==> config.mk <==
export PLATFORM = sky130hd
export DESIGN_NAME = rgy_phase_timer
export DESIGN_NICKNAME = d
export VERILOG_FILES = /design/src/rtl/rgy_pkg.sv /design/src/rtl/dwell_counter.sv /design/src/rtl/rgy_phase_timer.sv
export SDC_FILE = /design/constraint.sdc
export NUM_CORES = 1
export LEC_CHECK = 0
export BUFFER_PORTS_ARGS = -buffer_cell sky130_fd_sc_hd__buf_2
export CORE_UTILIZATION = 56
export DETAILED_ROUTE_END_ITERATION = 10
export PLACE_DENSITY_LB_ADDON = 0.1
export SLEW_MARGIN = 5
export SYNTH_ARGS = -nofsm -noshare
export SYNTH_HDL_FRONTEND = slang
export SYNTH_SLANG_ARGS = --single-unit
==> constraint.sdc <==
create_clock -name clk -period 2.3 [get_ports clk]
set_clock_uncertainty 0.1 [all_clocks]
set_input_delay 0.345 -clock clk [delete_from_list [all_inputs] [get_ports clk]]
set_output_delay 0.345 -clock clk [all_outputs]
set_load 0.005 [all_outputs]
==> src/rtl/rgy_pkg.sv <==
// Shared types and constants for the RGY phase timer: colour codes, the
// timer FSM encoding and the one-hot legality check on the light bus.
package rgy_pkg;

  localparam logic [2:0] RED    = 3'b100;
  localparam logic [2:0] GREEN  = 3'b010;
  localparam logic [2:0] YELLOW = 3'b001;

  typedef enum logic [2:0] {LOAD, COUNT, ADV, WAIT_CHG, FAULT} phase_state_t;

  function automatic logic is_onehot3(input logic [2:0] v);
    return (v == RED) || (v == GREEN) || (v == YELLOW);
  endfunction

endpackage

==> src/rtl/dwell_counter.sv <==
// Loadable down-counter for phase dwell time; holds at zero instead of wrapping.
module dwell_counter #(
  parameter int CNT_W = 8
) (
  input  logic             clk,
  input  logic             rst_n,
  input  logic             load,
  input  logic [CNT_W-1:0] load_val,
  input  logic             dec,
  output logic [CNT_W-1:0] count,
  output logic             zero
);

  logic [CNT_W-1:0] count_q, count_d;

  always_comb begin
    count_d = count_q;
    if (load) begin
      count_d = load_val;
    end else if (dec && (count_q != '0)) begin
      count_d = count_q - CNT_W'(1);
    end
  end

  always_ff @(posedge clk or negedge rst_n) begin
    if (!rst_n) begin
      count_q <= '0;
    end else begin
      count_q <= count_d;
    end
  end

  assign count = count_q;
  assign zero  = (count_q == '0);

endmodule

==> src/rtl/rgy_phase_timer.sv <==
// Dwell timer ahead of the RGY sequencer: times each colour, pulses advance,
// extends red for latched pedestrian requests and traps illegal light codes.
module rgy_phase_timer
  import rgy_pkg::*;
#(
  parameter int CNT_W     = 8,
  parameter int RED_T     = 20,
  parameter int GREEN_T   = 15,
  parameter int YEL_T     = 3,
  parameter int PED_EXTRA = 10,
  parameter int WAIT_MAX  = 4
) (
  input  logic             clk,
  input  logic             rst_n,
  input  logic             tick_en,
  input  logic [2:0]       light,
  input  logic             ped_req,
  output logic             advance,
  output logic [CNT_W-1:0] remaining,
  output logic             ped_ack,
  output logic             ped_walk,
  output logic             fault,
  output phase_state_t     dbg_state
);

  localparam int CNT_MAX = (1 << CNT_W) - 1;
  localparam int RED_EXT = (RED_T + PED_EXTRA > CNT_MAX) ? CNT_MAX : (RED_T + PED_EXTRA);
  localparam int WW      = $clog2(WAIT_MAX + 1);

  phase_state_t     state_q, state_d;
  logic [2:0]       cur_light_q, cur_light_d;
  logic [WW-1:0]    wait_q, wait_d;
  logic             advance_q, advance_d;
  logic             ped_ack_q, ped_ack_d;
  logic             ped_walk_q, ped_walk_d;
  logic             ped_pend_q, ped_pend_d;
  logic             fault_q, fault_d;
  logic             cnt_load, cnt_dec, cnt_zero;
  logic [CNT_W-1:0] cnt_load_val, cnt_count;

  dwell_counter #(.CNT_W(CNT_W)) u_dwell (
    .clk      (clk),
    .rst_n    (rst_n),
    .load     (cnt_load),
    .load_val (cnt_load_val),
    .dec      (cnt_dec),
    .count    (cnt_count),
    .zero     (cnt_zero)
  );

  always_comb begin
    state_d      = state_q;
    cur_light_d  = cur_light_q;
    wait_d       = wait_q;
    advance_d    = 1'b0;
    ped_ack_d    = 1'b0;
    ped_walk_d   = ped_walk_q;
    ped_pend_d   = ped_pend_q;
    fault_d      = fault_q;
    cnt_load     = 1'b0;
    cnt_load_val = '0;
    cnt_dec      = 1'b0;

    // A request is only taken when nothing is queued or being served.
    if (ped_req && !ped_pend_q && !ped_walk_q && (state_q != FAULT)) begin
      ped_pend_d = 1'b1;
      ped_ack_d  = 1'b1;
    end

    case (state_q)
      LOAD: begin
        cur_light_d = light;
        cnt_load    = 1'b1;
        ped_walk_d  = 1'b0;
        if (light == GREEN) begin
          cnt_load_val = CNT_W'(GREEN_T);
        end else if (light == YELLOW) begin
          cnt_load_val = CNT_W'(YEL_T);
        end else if (ped_pend_q) begin
          cnt_load_val = CNT_W'(RED_EXT);
          ped_walk_d   = 1'b1;
          ped_pend_d   = 1'b0;
        end else begin
          cnt_load_val = CNT_W'(RED_T);
        end
        state_d = COUNT;
      end
      COUNT: begin
        // A colour change we did not ask for restarts timing for the new colour.
        if (light != cur_light_q) begin
          state_d = LOAD;
        end else if (tick_en && !cnt_zero) begin
          cnt_dec = 1'b1;
          if (cnt_count == CNT_W'(1)) begin
            state_d    = ADV;
            advance_d  = 1'b1;
            ped_walk_d = 1'b0;
          end
        end
      end
      ADV: begin
        ped_walk_d = 1'b0;
        wait_d     = '0;
        state_d    = WAIT_CHG;
      end
      WAIT_CHG: begin
        if (light != cur_light_q) begin
          state_d = LOAD;
        end else if (wait_q == WW'(WAIT_MAX - 1)) begin
          state_d = FAULT;
        end else begin
          wait_d = wait_q + WW'(1);
        end
      end
      default: state_d = FAULT;
    endcase

    if ((state_q != FAULT) && !is_onehot3(light)) begin
      state_d = FAULT;
    end

    if (state_d == FAULT) begin
      fault_d      = 1'b1;
      advance_d    = 1'b0;
      ped_ack_d    = 1'b0;
      ped_walk_d   = 1'b0;
      ped_pend_d   = ped_pend_q;
      cnt_load     = 1'b1;
      cnt_load_val = '0;
      cnt_dec      = 1'b0;
    end
  end

  always_ff @(posedge clk or negedge rst_n) begin
    if (!rst_n) begin
      state_q     <= LOAD;
      cur_light_q <= RED;
      wait_q      <= '0;
      advance_q   <= 1'b0;
      ped_ack_q   <= 1'b0;
      ped_walk_q  <= 1'b0;
      ped_pend_q  <= 1'b0;
      fault_q     <= 1'b0;
    end else begin
      state_q     <= state_d;
      cur_light_q <= cur_light_d;
      wait_q      <= wait_d;
      advance_q   <= advance_d;
      ped_ack_q   <= ped_ack_d;
      ped_walk_q  <= ped_walk_d;
      ped_pend_q  <= ped_pend_d;
      fault_q     <= fault_d;
    end
  end

  assign advance   = advance_q;
  assign remaining = cnt_count;
  assign ped_ack   = ped_ack_q;
  assign ped_walk  = ped_walk_q;
  assign fault     = fault_q;
  assign dbg_state = state_q;

endmodule

# [Word level (Yosys, flattened, before mapping)]
# Cells that the tools add are included.
[word_totals] wordCells=90 in_bits=7 ff_bits=22 out_inout_bits=15
[op_classes] addsub=2 mux=43 eq_ne=16 reduce_logical=20
[op_table] operator="$mux W1" count=25
[op_table] operator="$mux W3" count=8
[op_table] operator="$mux W8" count=3
[op_table] operator="$mux W5" count=3
[op_table] operator="$eq A3 B2 Y1 const B" count=4
[op_table] operator="$ne A3 B3 Y1 const B" count=4
[op_table] operator="$pmux W3 S4" count=1
[op_table] operator="$eq A8 B1 Y1 const B" count=1
[op_table] operator="$logic_not A8 Y1" count=1
[op_table] operator="$reduce_bool A8 Y1" count=1
[op_table] operator="$sub A8 B1 Y8 const B" count=1
[op_table] operator="$eq A3 B1 Y1 const B" count=2
[op_table] operator="$eq A3 B3 Y1 const B" count=2
[op_table] operator="$logic_and A1 B1 Y1" count=6
[op_table] operator="$pmux W3 S2" count=1
[op_table] operator="$logic_not A1 Y1" count=4
[op_table] operator="$mux W4" count=1
[op_table] operator="$ne A2 B2 Y1 const B" count=2
[op_table] operator="$reduce_and A4 Y1" count=1
[op_table] operator="$reduce_bool A2 Y1" count=2
[op_table] operator="$reduce_bool A4 Y1" count=1
[op_table] operator="$add A3 B1 Y3 const B" count=1
[op_table] operator="$logic_not A3 Y1" count=1
[op_table] operator="$ne A3 B3 Y1" count=1
[op_table] operator="other kinds (3)" count=4

# [Longest topological paths before layout]
# Gate-level depths: netlist (run 1).
[depth] ltp_word=12 ltp_mapped=7 ltp_nobuf=6

# [Hierarchy]
# From an unflattened synthesis (run 1), not the netlist that was laid out.
[unflattened] hier_cells=158 area_unflattened_um2=1447.6
[modules_own_cells] mod="rgy_phase_timer" n_inst=1 cells_per_inst=100 area_per_inst_um2=919.6
[modules_own_cells] mod="dwell_counter" n_inst=1 cells_per_inst=58 area_per_inst_um2=528.0

# [Worst setup path before layout (run 1)]
# No wires, ideal clock.
[synth_timing] path_kind="register -> register" start="register u_dwell.count_q[0], in the netlist u_dwell.count[0]" end="register u_dwell.count_q[6], in the netlist u_dwell.count[6]" period_less_slack_ps=1932 path_stages_with_launch=8 t_required_ps=2121 slack_ps=368 n_path_buf=1 t_arrival_ps=1754 setup_ps=79 path_cell_list="dfrtp_1 inv_1 ha_1 nor4b_1 and2_1 clkbuf_1 or4_1 a21oi_1"
[synth_via] elab_chain_cells=11
[synth_rtl] item="from (decl)" line="dwell_counter.sv:14" text="logic [CNT_W-1:0] count_q, count_d;"
[synth_rtl] item="from (signal assigned)" line="dwell_counter.sv:29" text="count_q <= count_d;"
[synth_rtl] item="$logic_not A8 Y1" line="dwell_counter.sv:34" text="assign zero = (count_q == '0);"
[synth_rtl] item="$logic_not A1 Y1" line="rgy_phase_timer.sv:92" text="end else if (tick_en && !cnt_zero) begin"
[synth_rtl] item="$logic_and A1 B1 Y1" line="rgy_phase_timer.sv:92"
[synth_rtl] item="$mux W3" line="rgy_phase_timer.sv:92"
[synth_rtl] item="$mux W3" line="rgy_phase_timer.sv:90" text="if (light != cur_light_q) begin"
[synth_rtl] item="$pmux W3 S4" line="rgy_phase_timer.sv:70" text="case (state_q)"
[synth_rtl] item="$mux W3" line="rgy_phase_timer.sv:118" text="if ((state_q != FAULT) && !is_onehot3(light)) begin"
[synth_rtl] item="$eq A3 B3 Y1" line="rgy_phase_timer.sv:122" text="if (state_d == FAULT) begin"
[synth_rtl] item="$mux W1" line="rgy_phase_timer.sv:122"
[synth_rtl] item="$logic_and A1 B1 Y1" line="dwell_counter.sv:20" text="end else if (dec && (count_q != '0)) begin"
[synth_rtl] item="$reduce_bool A2 Y1 (no line)"
# Several ways; a longest one is shown, not always the timed one. The select of a mux whose other input is x is not followed.
# A chain may end at the register's enable or synchronous reset.

# [Worst setup path after layout (run 1)]
[layout_timing] start="register state_q[2], in the netlist dbg_state[2]" end="register u_dwell.count_q[3], in the netlist u_dwell.count[3]"
[layout_via] elab_chain_cells=9
[layout_rtl] item="from (decl)" line="rgy_phase_timer.sv:30" text="phase_state_t state_q, state_d;"
[layout_rtl] item="from (signal assigned)" line="rgy_phase_timer.sv:145" text="state_q <= state_d;"
[layout_rtl] item="$mux W3" line="rgy_phase_timer.sv:94" text="if (cnt_count == CNT_W'(1)) begin"
[layout_rtl] item="$mux W3" line="rgy_phase_timer.sv:92"
[layout_rtl] item="$mux W3" line="rgy_phase_timer.sv:90"
[layout_rtl] item="$pmux W3 S4" line="rgy_phase_timer.sv:70"
[layout_rtl] item="$mux W3" line="rgy_phase_timer.sv:118"
[layout_rtl] item="$eq A3 B3 Y1" line="rgy_phase_timer.sv:122"
[layout_rtl] item="$mux W1" line="rgy_phase_timer.sv:122"
[layout_rtl] item="$logic_and A1 B1 Y1" line="dwell_counter.sv:20"
[layout_rtl] item="$reduce_bool A2 Y1 (no line)"
# Several ways; a longest one is shown, not always the timed one.

==> results of run 1 <==
## power breakdown
group | switching [mW] | internal [mW]
Sequential | 0.0154 | 0.400
Combinational | 0.0597 | 0.0421
Clock | 0.121 | 0.0966
## metal layers
metal | global-route usage | vias to the layer above | part of all wire | routed length (um)
li1 | - | 606 | - | -
met1 | 0.378 | 595 | 0.47 | 1490
met2 | 0.391 | 62 | 0.44 | 1410
met3 | 0.0319 | 10 | 0.068 | 217
met4 | 0.105 | 0 | 0.023 | 74
met5 | 0 | - | 0 | 0
## through the flow
stage | util | hold slack (ns) | area, um2 | power (mW) | cells
finish | 0.688 | 0.236 | 1580 | 0.735 | 201
global route | 0.688 | 0.241 | 1580 | 0.767 | 201
CTS | 0.687 | 0.232 | 1580 | 0.737 | 201
detailed placement | 0.667 | 0.238 | 1530 | 0.522 | 196
global placement | 0.667 | 0.234 | 1530 | 0.521 | 196
floorplan | - | -0.0506 | 1410 | 0.498 | 151
## layout by cell type (no fill, tap or decap), types with 2 or more instances in the layout
master and count:
a21oi_1 6, a311oi_1 2, a31oi_1 4, and3_1 2, buf_2 21, buf_4 4
clkbuf_4 3, dfrtp_1 21, ha_1 5, inv_1 6, mux2i_1 2, nand2_1 17
nand2b_1 3, nand3_1 7, nand4_1 2, nor2_1 6, nor3_1 5, nor4_1 2
o211ai_1 5, o21ai_0 7, o31ai_1 3, or3_1 3, or4_1 6, xnor2_2 3
xor2_1 3
## worst min-delay path: cells and delay by family
kind	cells	cell delay [ns]
simple gates	2	0.14
buf+inv	1	0.18
## timing repair
action	4_1_cts	5_1_grt
setup endpoints to repair	0	1
hold buffers	1	0
gates resized for setup	0	1
endpoints found under the hold margin	21	0
## registers in the layout (all words and copies together) (netlist names)
register and cells:
fault 1, ped_walk 1, cur_light_q 3, dbg_state 3
wait_q 3, advance 1, ped_ack 1, ped_pend_q 1
u_dwell.count 8
## logic make-up after synthesis
group,share of synthesized area
flops,0.391
buf+inv,0.0505
mux,0.0142
compound gates,0.174
simple gates,0.267
xor+xnor,0.0594
fa+ha+maj,0.0443
## how the worst max path moves through the flow
stage	start	to	depth (start not counted)
after detailed placement	dbg_state[2]	u_dwell.count[3]	4
after CTS	dbg_state[2]	u_dwell.count[6]	4
after floorplan	u_dwell.count[0]	u_dwell.count[6]	7
after global routing	u_dwell.count[0]	u_dwell.count[0]	6
after global placement	dbg_state[2]	u_dwell.count[3]	4
final	dbg_state[2]	u_dwell.count[3]	4
## cell type report
class                      count  area (um2)
tap                           28        35.0
sequential                    22         552
fill                         184         717
clock buffer                   4        36.3
inverter                       6        22.5
multi-input combinational    115         790
timing repair buffer          26         145
==> results.toml, run 1 <==
[drt]
wirelength_mm = 3.19
routedWlPerCell_um = 15.9
drtIter0Drc = 59
viasPerCell = 6.33
drtPass1Iterations = 5
antenna_left = 0
via_count = 1273
drc_errors = 0

[critical_path]
cpLargestDelayFamily = "simple AND/OR/NAND/NOR gates"
reg2reg_to = "u_dwell.count[3]"
path_class = "register to register"
timing.rr.start = "dbg_state[2]"
cpPeakStageDelay_ns = 0.59
arrival_ns = 2.25
cp.required_ns = 2.44
worstPathCellList = "and4bb_1 > nand4_2 > or4_1 > a31oi_1"
slowest_stage = "or4_1"
r2r_cells = 4
start_kind = "register"
regToRegSetupSlack_ns = 0.19
cp-end-kind = "register"
crit_buf_inv = 0
path_max_fanout = 13

[outcome]
outcome = "completed"

[logic_synthesis]
dominantRegCellSynth = "dfrtp_1"
syn_area_um2 = 1410
yosys.area.top_type = "dfrtp_1"
syn_area_per_cell_um2 = 9.35
syn_inst = 151
async_reset_ff_frac = 1.00
synth.distinct_cells = 47
yosysSeqAreaShare = 0.391
synth_seq_cells = 22
syn_nets = 163
ys_top_cells_by_count = "dfrtp_1, nand2_1, nand3_1, o21ai_0"
post-synth-top-count-cell = "dfrtp_1"
synth_warnings = 0
synth_top_area_share = 0.372
synth-edff-count = 0
synth.area.top_cells = "dfrtp_1, nand2_1, ha_1, xnor2_2, or4_1"

[sta]
setup_viol_count_final = 0
rsz0062_at_grt = "false"
period_minus_slack_ns = 2.11
worst_pin_slew_ns = 0.540
hold_viol = 0
fin_ws_ns = 0.190
tns_ns = 0
relSlewSlack = 0.637
timing.fmax_mhz = 474
fin_crit_sh = 0.917
slew_viol_final = 0

[place]
preCtsSetupSlack_ns = 0.245
hpwl_mm = 2.30
gp_congestion = 0.859
portBuffers = 21

[clocking]
clkLatencyLatePin_ns = 0.31
clock_sinks = 22
cts_made_buffers = 3
tritoncts = "yes"
postCtsSetupBuffers = 0
root_buffer = "clkbuf_4"
htreeDepth = 1
clkTransAtPathRegs_ns = 0.13
cts_max_path_buffers = 2

[final_layout]
diodes = 0
nets = 186
drive_gt1_frac = 0.225
area_growth_pct = 12.0

[run]
drv_cap = 0

[pwr]
power_density_nw_per_um2 = 465
p_leak_nw = 0.707
ir_worst_vdd_uv = 404

[floorplan]
rows = 17
ios = 22
core_um2 = 2300
fp.dieH_um = 52.2
die_x_um = 52.2
dieArea_um2 = 2720
start_util = 0.614

[global_routing]
antenna_found_initial = 0
grt_pass1_wl_mm = 5.29
grt_max_degree = 23
grt.total_usage = 0.261
overflow = 0
grt_pass1_vias = 1121

[min_path]
min-delay-start = "light[2]"
min_to = "cur_light_q[2]"
whs_path_depth = 3
hp-class = "primary input to register"
(Power assumes the default switching activity.)
==> run 2, diff against run 1 <==
GPL_TIMING_DRIVEN = 0   (was default)
SETUP_SLACK_MARGIN = 0.02   (was default)
==> run 2 against run 1 <==
Net effect:
- via count grew 5.4%
- combinational power is essentially flat
- worst hold slack lost 0.00090 ns
- die area is the same
- sequential power is essentially flat
- fmax shrank 0.65%
- utilization grew 1.6 points
- critical path depth grew 3
- cell count grew 1.0%
- worst setup slack lost 0.014 ns
- first-iteration DRC count shrank 14%
- cell area grew 2.4%
- largest cell class unchanged
- largest power group unchanged
- highest routed layer unchanged
==> results.toml, run 2 (synthesized netlist as in run 1, its figures left out) <==
[clocking]
htreeDepth = 1
clock_sinks = 22
cts_max_path_buffers = 2
clkTransAtPathRegs_ns = 0.13
clkLatencyLatePin_ns = 0.32
cts_made_buffers = 3
tritoncts = "yes"
root_buffer = "clkbuf_4"

[drt]
routedWlPerCell_um = 16.5
wirelength_mm = 3.35
drtPass1Iterations = 4
viasPerCell = 6.61
via_count = 1342
drtIter0Drc = 51
drc_errors = 0
antenna_left = 0

[final_layout]
nets = 188
nFillCells = 170
diodes = 0
largest_reg_flops = 8
area_growth_pct = 14.6
final_common_cell = "buf_2"
drive_gt1_frac = 0.234
final_cell_mix = "buf_2, dfrtp_1, nand2_1"
stdcell_count = 203
final_core_util = 0.704

[place]
gp_congestion = 0.832
dpl.cell_count = 198
hpwl_mm = 2.36
portBuffers = 19

[global_routing]
overflow = 0
grt_use_met3 = 0.0290
busiest_layer = "met2"
grt.total_usage = 0.284
grt_pass1_vias = 1220
antenna_found_initial = 0
use_met1 = 0.393
grt_pass1_wl_mm = 5.62
met2_usage = 0.442
grt_max_degree = 23

[floorplan]
die_x_um = 52.2
ios = 22
fp.dieH_um = 52.2
start_util = 0.614
core_um2 = 2300
rows = 17
dieArea_um2 = 2720

[min_path]
hp-class = "primary input to register"

[sta]
tns_ns = 0
timing.fmax_mhz = 471
worst_pin_slew_ns = 0.754
relSlewSlack = 0.493
fin_crit_sh = 0.923
period_minus_slack_ns = 2.12
setup_viol_count_final = 0
rsz0062_at_grt = "false"
hold_viol = 0
slew_viol_final = 0

[critical_path]
arrival_ns = 2.27
cp.required_ns = 2.45
cp-end-kind = "register"
path_max_fanout = 10
path_class = "register to register"
start_kind = "register"

[pwr]
ir_worst_vdd_uv = 375
power_density_nw_per_um2 = 510
p_leak_nw = 0.722

[run]
drv_cap = 0

[outcome]
outcome = "completed"
==> run 2: cell types whose count changed in the layout (fill, tap and decap cells not counted), sizes merged <==
| cell | before | now |
|---|---|---|
| bufinv | 0 | 1 |
| clkbuf | 4 | 6 |
| buf | 25 | 24 |
==> run 2: critical path, cell delays in order, from the launching register on <==
cell      delay, ns
dfrtp_2        0.43
inv_1          0.11
ha_1           0.24
nor4b_2        0.18
and2_1         0.18
clkbuf_2       0.19
or4_1          0.48
a21oi_1        0.15
==> run 2: timing repair <==
action | CTS | global route
setup endpoints to repair | 1 | 7
hold buffers | 1 | 0
buffers inserted | 0 | 0
hold endpoints to repair | 21 | 0
gates resized for setup | 1 | 3
cloned | 0 | 0
==> run 2: worst paths after layout <==
path                                  start          endpoint  slack (ns)  cells past startpoint
setup / recovery           u_dwell.count[0]  u_dwell.count[5]        0.18                      7
hold / removal                     light[0]    cur_light_q[0]        0.24                      3
setup reg to reg           u_dwell.count[0]  u_dwell.count[5]        0.18                      7
hold reg to reg                       fault             fault        0.38                      1
max in group asynchronous             rst_n  u_dwell.count[0]        1.32                      2
min in group asynchronous             rst_n  u_dwell.count[5]        0.41                      2
==> run 2: layer usage <==
metal | wire length (um) | vias up | part of all wire
li1 | - | 614 | -
met1 | 1550 | 641 | 0.46
met2 | 1500 | 72 | 0.45
met3 | 205 | 15 | 0.061
met4 | 91 | 0 | 0.027
met5 | 0 | - | 0
==> run 2: per-stage QoR <==
| step | area [um2] | hold slack [ns] | setup slack [ns] | total power [mW] |
|---|---|---|---|---|
| 3_3_place_gp | 1540 | 0.229 | 0.0903 | 0.519 |
| 5_1_grt | 1620 | 0.235 | 0.0111 | 0.851 |
| 2_1_floorplan | 1410 | -0.0506 | 0.368 | 0.498 |
| 4_1_cts | 1610 | 0.233 | 0.108 | 0.822 |
| 6_report | 1620 | 0.235 | 0.177 | 0.824 |
| 3_5_place_dp | 1540 | 0.237 | 0.0150 | 0.524 |
==> run 2: final cells by class <==
class,count,area [um2],area share
Clock buffer,3,22.5,0.0139
Multi-Input combinational cell,115,800,0.494
Clock inverter,1,30.0,0.0186
Inverter,6,22.5,0.0139
Sequential cell,22,553,0.342
Buffer,8,50.0,0.0309
Tap cell,28,35.0,0.0217
Timing Repair Buffer,20,105,0.0650
==> run 2: power breakdown <==
part | internal, mW | switching [mW] | leakage, nW | total, mW
sequential | 0.400 | 0.0151 | 0.264 | 0.415
combinational | 0.0428 | 0.0620 | 0.429 | 0.105
clock | 0.176 | 0.128 | 0.0279 | 0.305
total | 0.619 | 0.206 | 0.722 | 0.824
==> run 3, diff against run 2 <==
CORE_UTILIZATION = 58   (was 56)
CTS_BUF_LIST = sky130_fd_sc_hd__clkbuf_2   (was default)
clock period = 2.2 ns   (was 2.3 ns; I/O delays follow)
==> run 3 against run 2 <==
Net effect:
- flip-flop and latch count stayed put
- routed wire length is 5.7% lower
- via count fell by 4.8%
- die area fell by 3.3%
- combinational power about the same
- total power up 0.23%
- clock power down 6.6%
- cell count rose by 0.99%
- sequential share of layout area decreased by 0.26 points
- critical path depth unchanged
- count of clock-buffer cells in the layout stayed put
- largest cell class unchanged
- largest power group unchanged
- highest routed layer unchanged
==> results.toml, run 3 (synthesized netlist as in run 1, its figures left out) <==
[pwr]
p_leak_nw = 0.731
clkPwrFrac = 0.345
internal-power_mw = 0.620
ir_worst_vdd_uv = 451
finalPower_mw = 0.826
p_seq_frac = 0.525
comb_power_share = 0.131
p_sw_frac = 0.250
power_density_nw_per_um2 = 507
p_switching_mw = 0.206

[critical_path]
start_kind = "register"
timing.rr.start = "u_dwell.count[0]"
worst-path-stages = 7
cp.required_ns = 2.38
cpPeakStageDelay_ns = 0.47
cp-end-kind = "register"
path_class = "register to register"
arrival_ns = 2.27
regToRegSetupSlack_ns = 0.12
crit_buf_inv = 2
worstPathCellList = "inv_1 > ha_1 > nor4b_2 > and2_1 > buf_2 > or4_1 > a21oi_1"
path_max_fanout = 10
crit_start = "u_dwell.count[0]"
slowest_stage = "or4_1"
cpLargestDelayFamily = "simple AND/OR/NAND/NOR gates"
reg2reg_to = "u_dwell.count[6]"
r2r_cells = 7

[sta]
rsz0062_at_grt = "true"
relSlewSlack = 0.621
slew_viol_final = 0
period_minus_slack_ns = 2.08
hold_slack_ns = 0.170
tns_ns = 0
fin_crit_sh = 0.947
timing.fmax_mhz = 480
hold_viol = 0
setup_viol_count_final = 0
worst_pin_slew_ns = 0.563

[drt]
viasPerCell = 6.23
routedWlPerCell_um = 15.4
antenna_left = 0
drc_errors = 0
drtPass1Iterations = 8
drtIter0Drc = 34
wirelength_mm = 3.15
via_count = 1278

[min_path]
min-delay-start = "light[0]"
min_to = "cur_light_q[0]"
hp-class = "primary input to register"
whs_path_depth = 3

[global_routing]
grt.total_usage = 0.265
antenna_found_initial = 0
grt_max_degree = 23
overflow = 0
grt_pass1_wl_mm = 5.06
grt_pass1_vias = 1156

[final_layout]
multi_input_area_um2 = 805
regArea_um2 = 553
drive_gt1_frac = 0.249
diodes = 0
nets = 190
largest_reg_flops = 8
final_common_cell = "buf_2"
final_cell_mix = "buf_2, dfrtp_1, nand2_1"
area_growth_pct = 15.5
final_area_um2 = 1630
nFillCells = 174

[place]
gp_congestion = 0.887
place_area_um2 = 1540
hpwl_mm = 2.27
portBuffers = 19

[floorplan]
fp.dieH_um = 51.3
die_x_um = 51.3
start_util = 0.626
rows = 17
ios = 22
core_um2 = 2250
dieArea_um2 = 2630

[clocking]
clkLatencyLatePin_ns = 0.34
clkTransAtPathRegs_ns = 0.22
cts_made_buffers = 3
clock_sinks = 22
tritoncts = "yes"
cts_max_path_buffers = 2
htreeDepth = 1
root_buffer = "clkbuf_2"

[outcome]
outcome = "completed"

[run]
drv_cap = 0
## run 3: worst max-delay path by stage
stage | to | slack (ns)
floorplan | u_dwell.count[6] | 0.27
global placement | u_dwell.count[0] | 0.08
detailed placement | u_dwell.count[0] | 0.03
CTS | ped_pend_q | 0.06
global route | u_dwell.count[5] | 0.005
finish | u_dwell.count[6] | 0.12
## run 3: per-stage QoR
step,utilization,setup WS [ns],std cells
after floorplan,-,0.268,151
after global placement,0.684,0.0778,198
after detailed placement,0.684,0.0320,198
after CTS,0.711,0.0593,203
after global routing,0.723,0.00545,205
final,0.723,0.117,205
## run 3: repair_timing
| item | in CTS | in global routing |
|---|---|---|
| endpoints found under the setup margin | 2 | 10 |
| hold buffers | 1 | 0 |
| buffers inserted | 0 | 2 |
| hold endpoints to repair | 21 | 0 |
| gates resized for setup | 2 | 4 |
## run 3: layer usage
layer  vias up  track usage  share of wire  routed length, um
met1       603        0.337           0.45               1410
met2        51        0.430           0.47               1480
li1        616            -              -                  -
met5         -            0              0                  0
met3         8       0.0446          0.061                192
met4         0        0.144          0.021                 67
## run 3: layout make-up
type | count | area share
Sequential cell | 22 | 0.339
Clock buffer | 3 | 0.00921
Tap cell | 28 | 0.0215
Multi-Input combinational cell | 115 | 0.493
Inverter | 6 | 0.0138
Buffer | 8 | 0.0307
Timing Repair Buffer | 22 | 0.0737
Clock inverter | 1 | 0.0184
## run 3: power by group through the flow
stage | Sequential [mW] | Combinational, mW | Clock [mW]
floorplan | 0.439 | 0.0810 | 0
global placement | 0.440 | 0.103 | 0
detailed placement | 0.441 | 0.106 | 0
CTS | 0.434 | 0.108 | 0.288
global route | 0.435 | 0.119 | 0.304
finish | 0.434 | 0.108 | 0.285
## run 3: worst register-to-register path: stages, from the launching register on
cell and delay [ns]:
dfrtp_2 0.44, inv_1 0.10, ha_1 0.22, nor4b_2 0.17, and2_1 0.18, buf_2 0.18, or4_1 0.47, a21oi_1 0.17
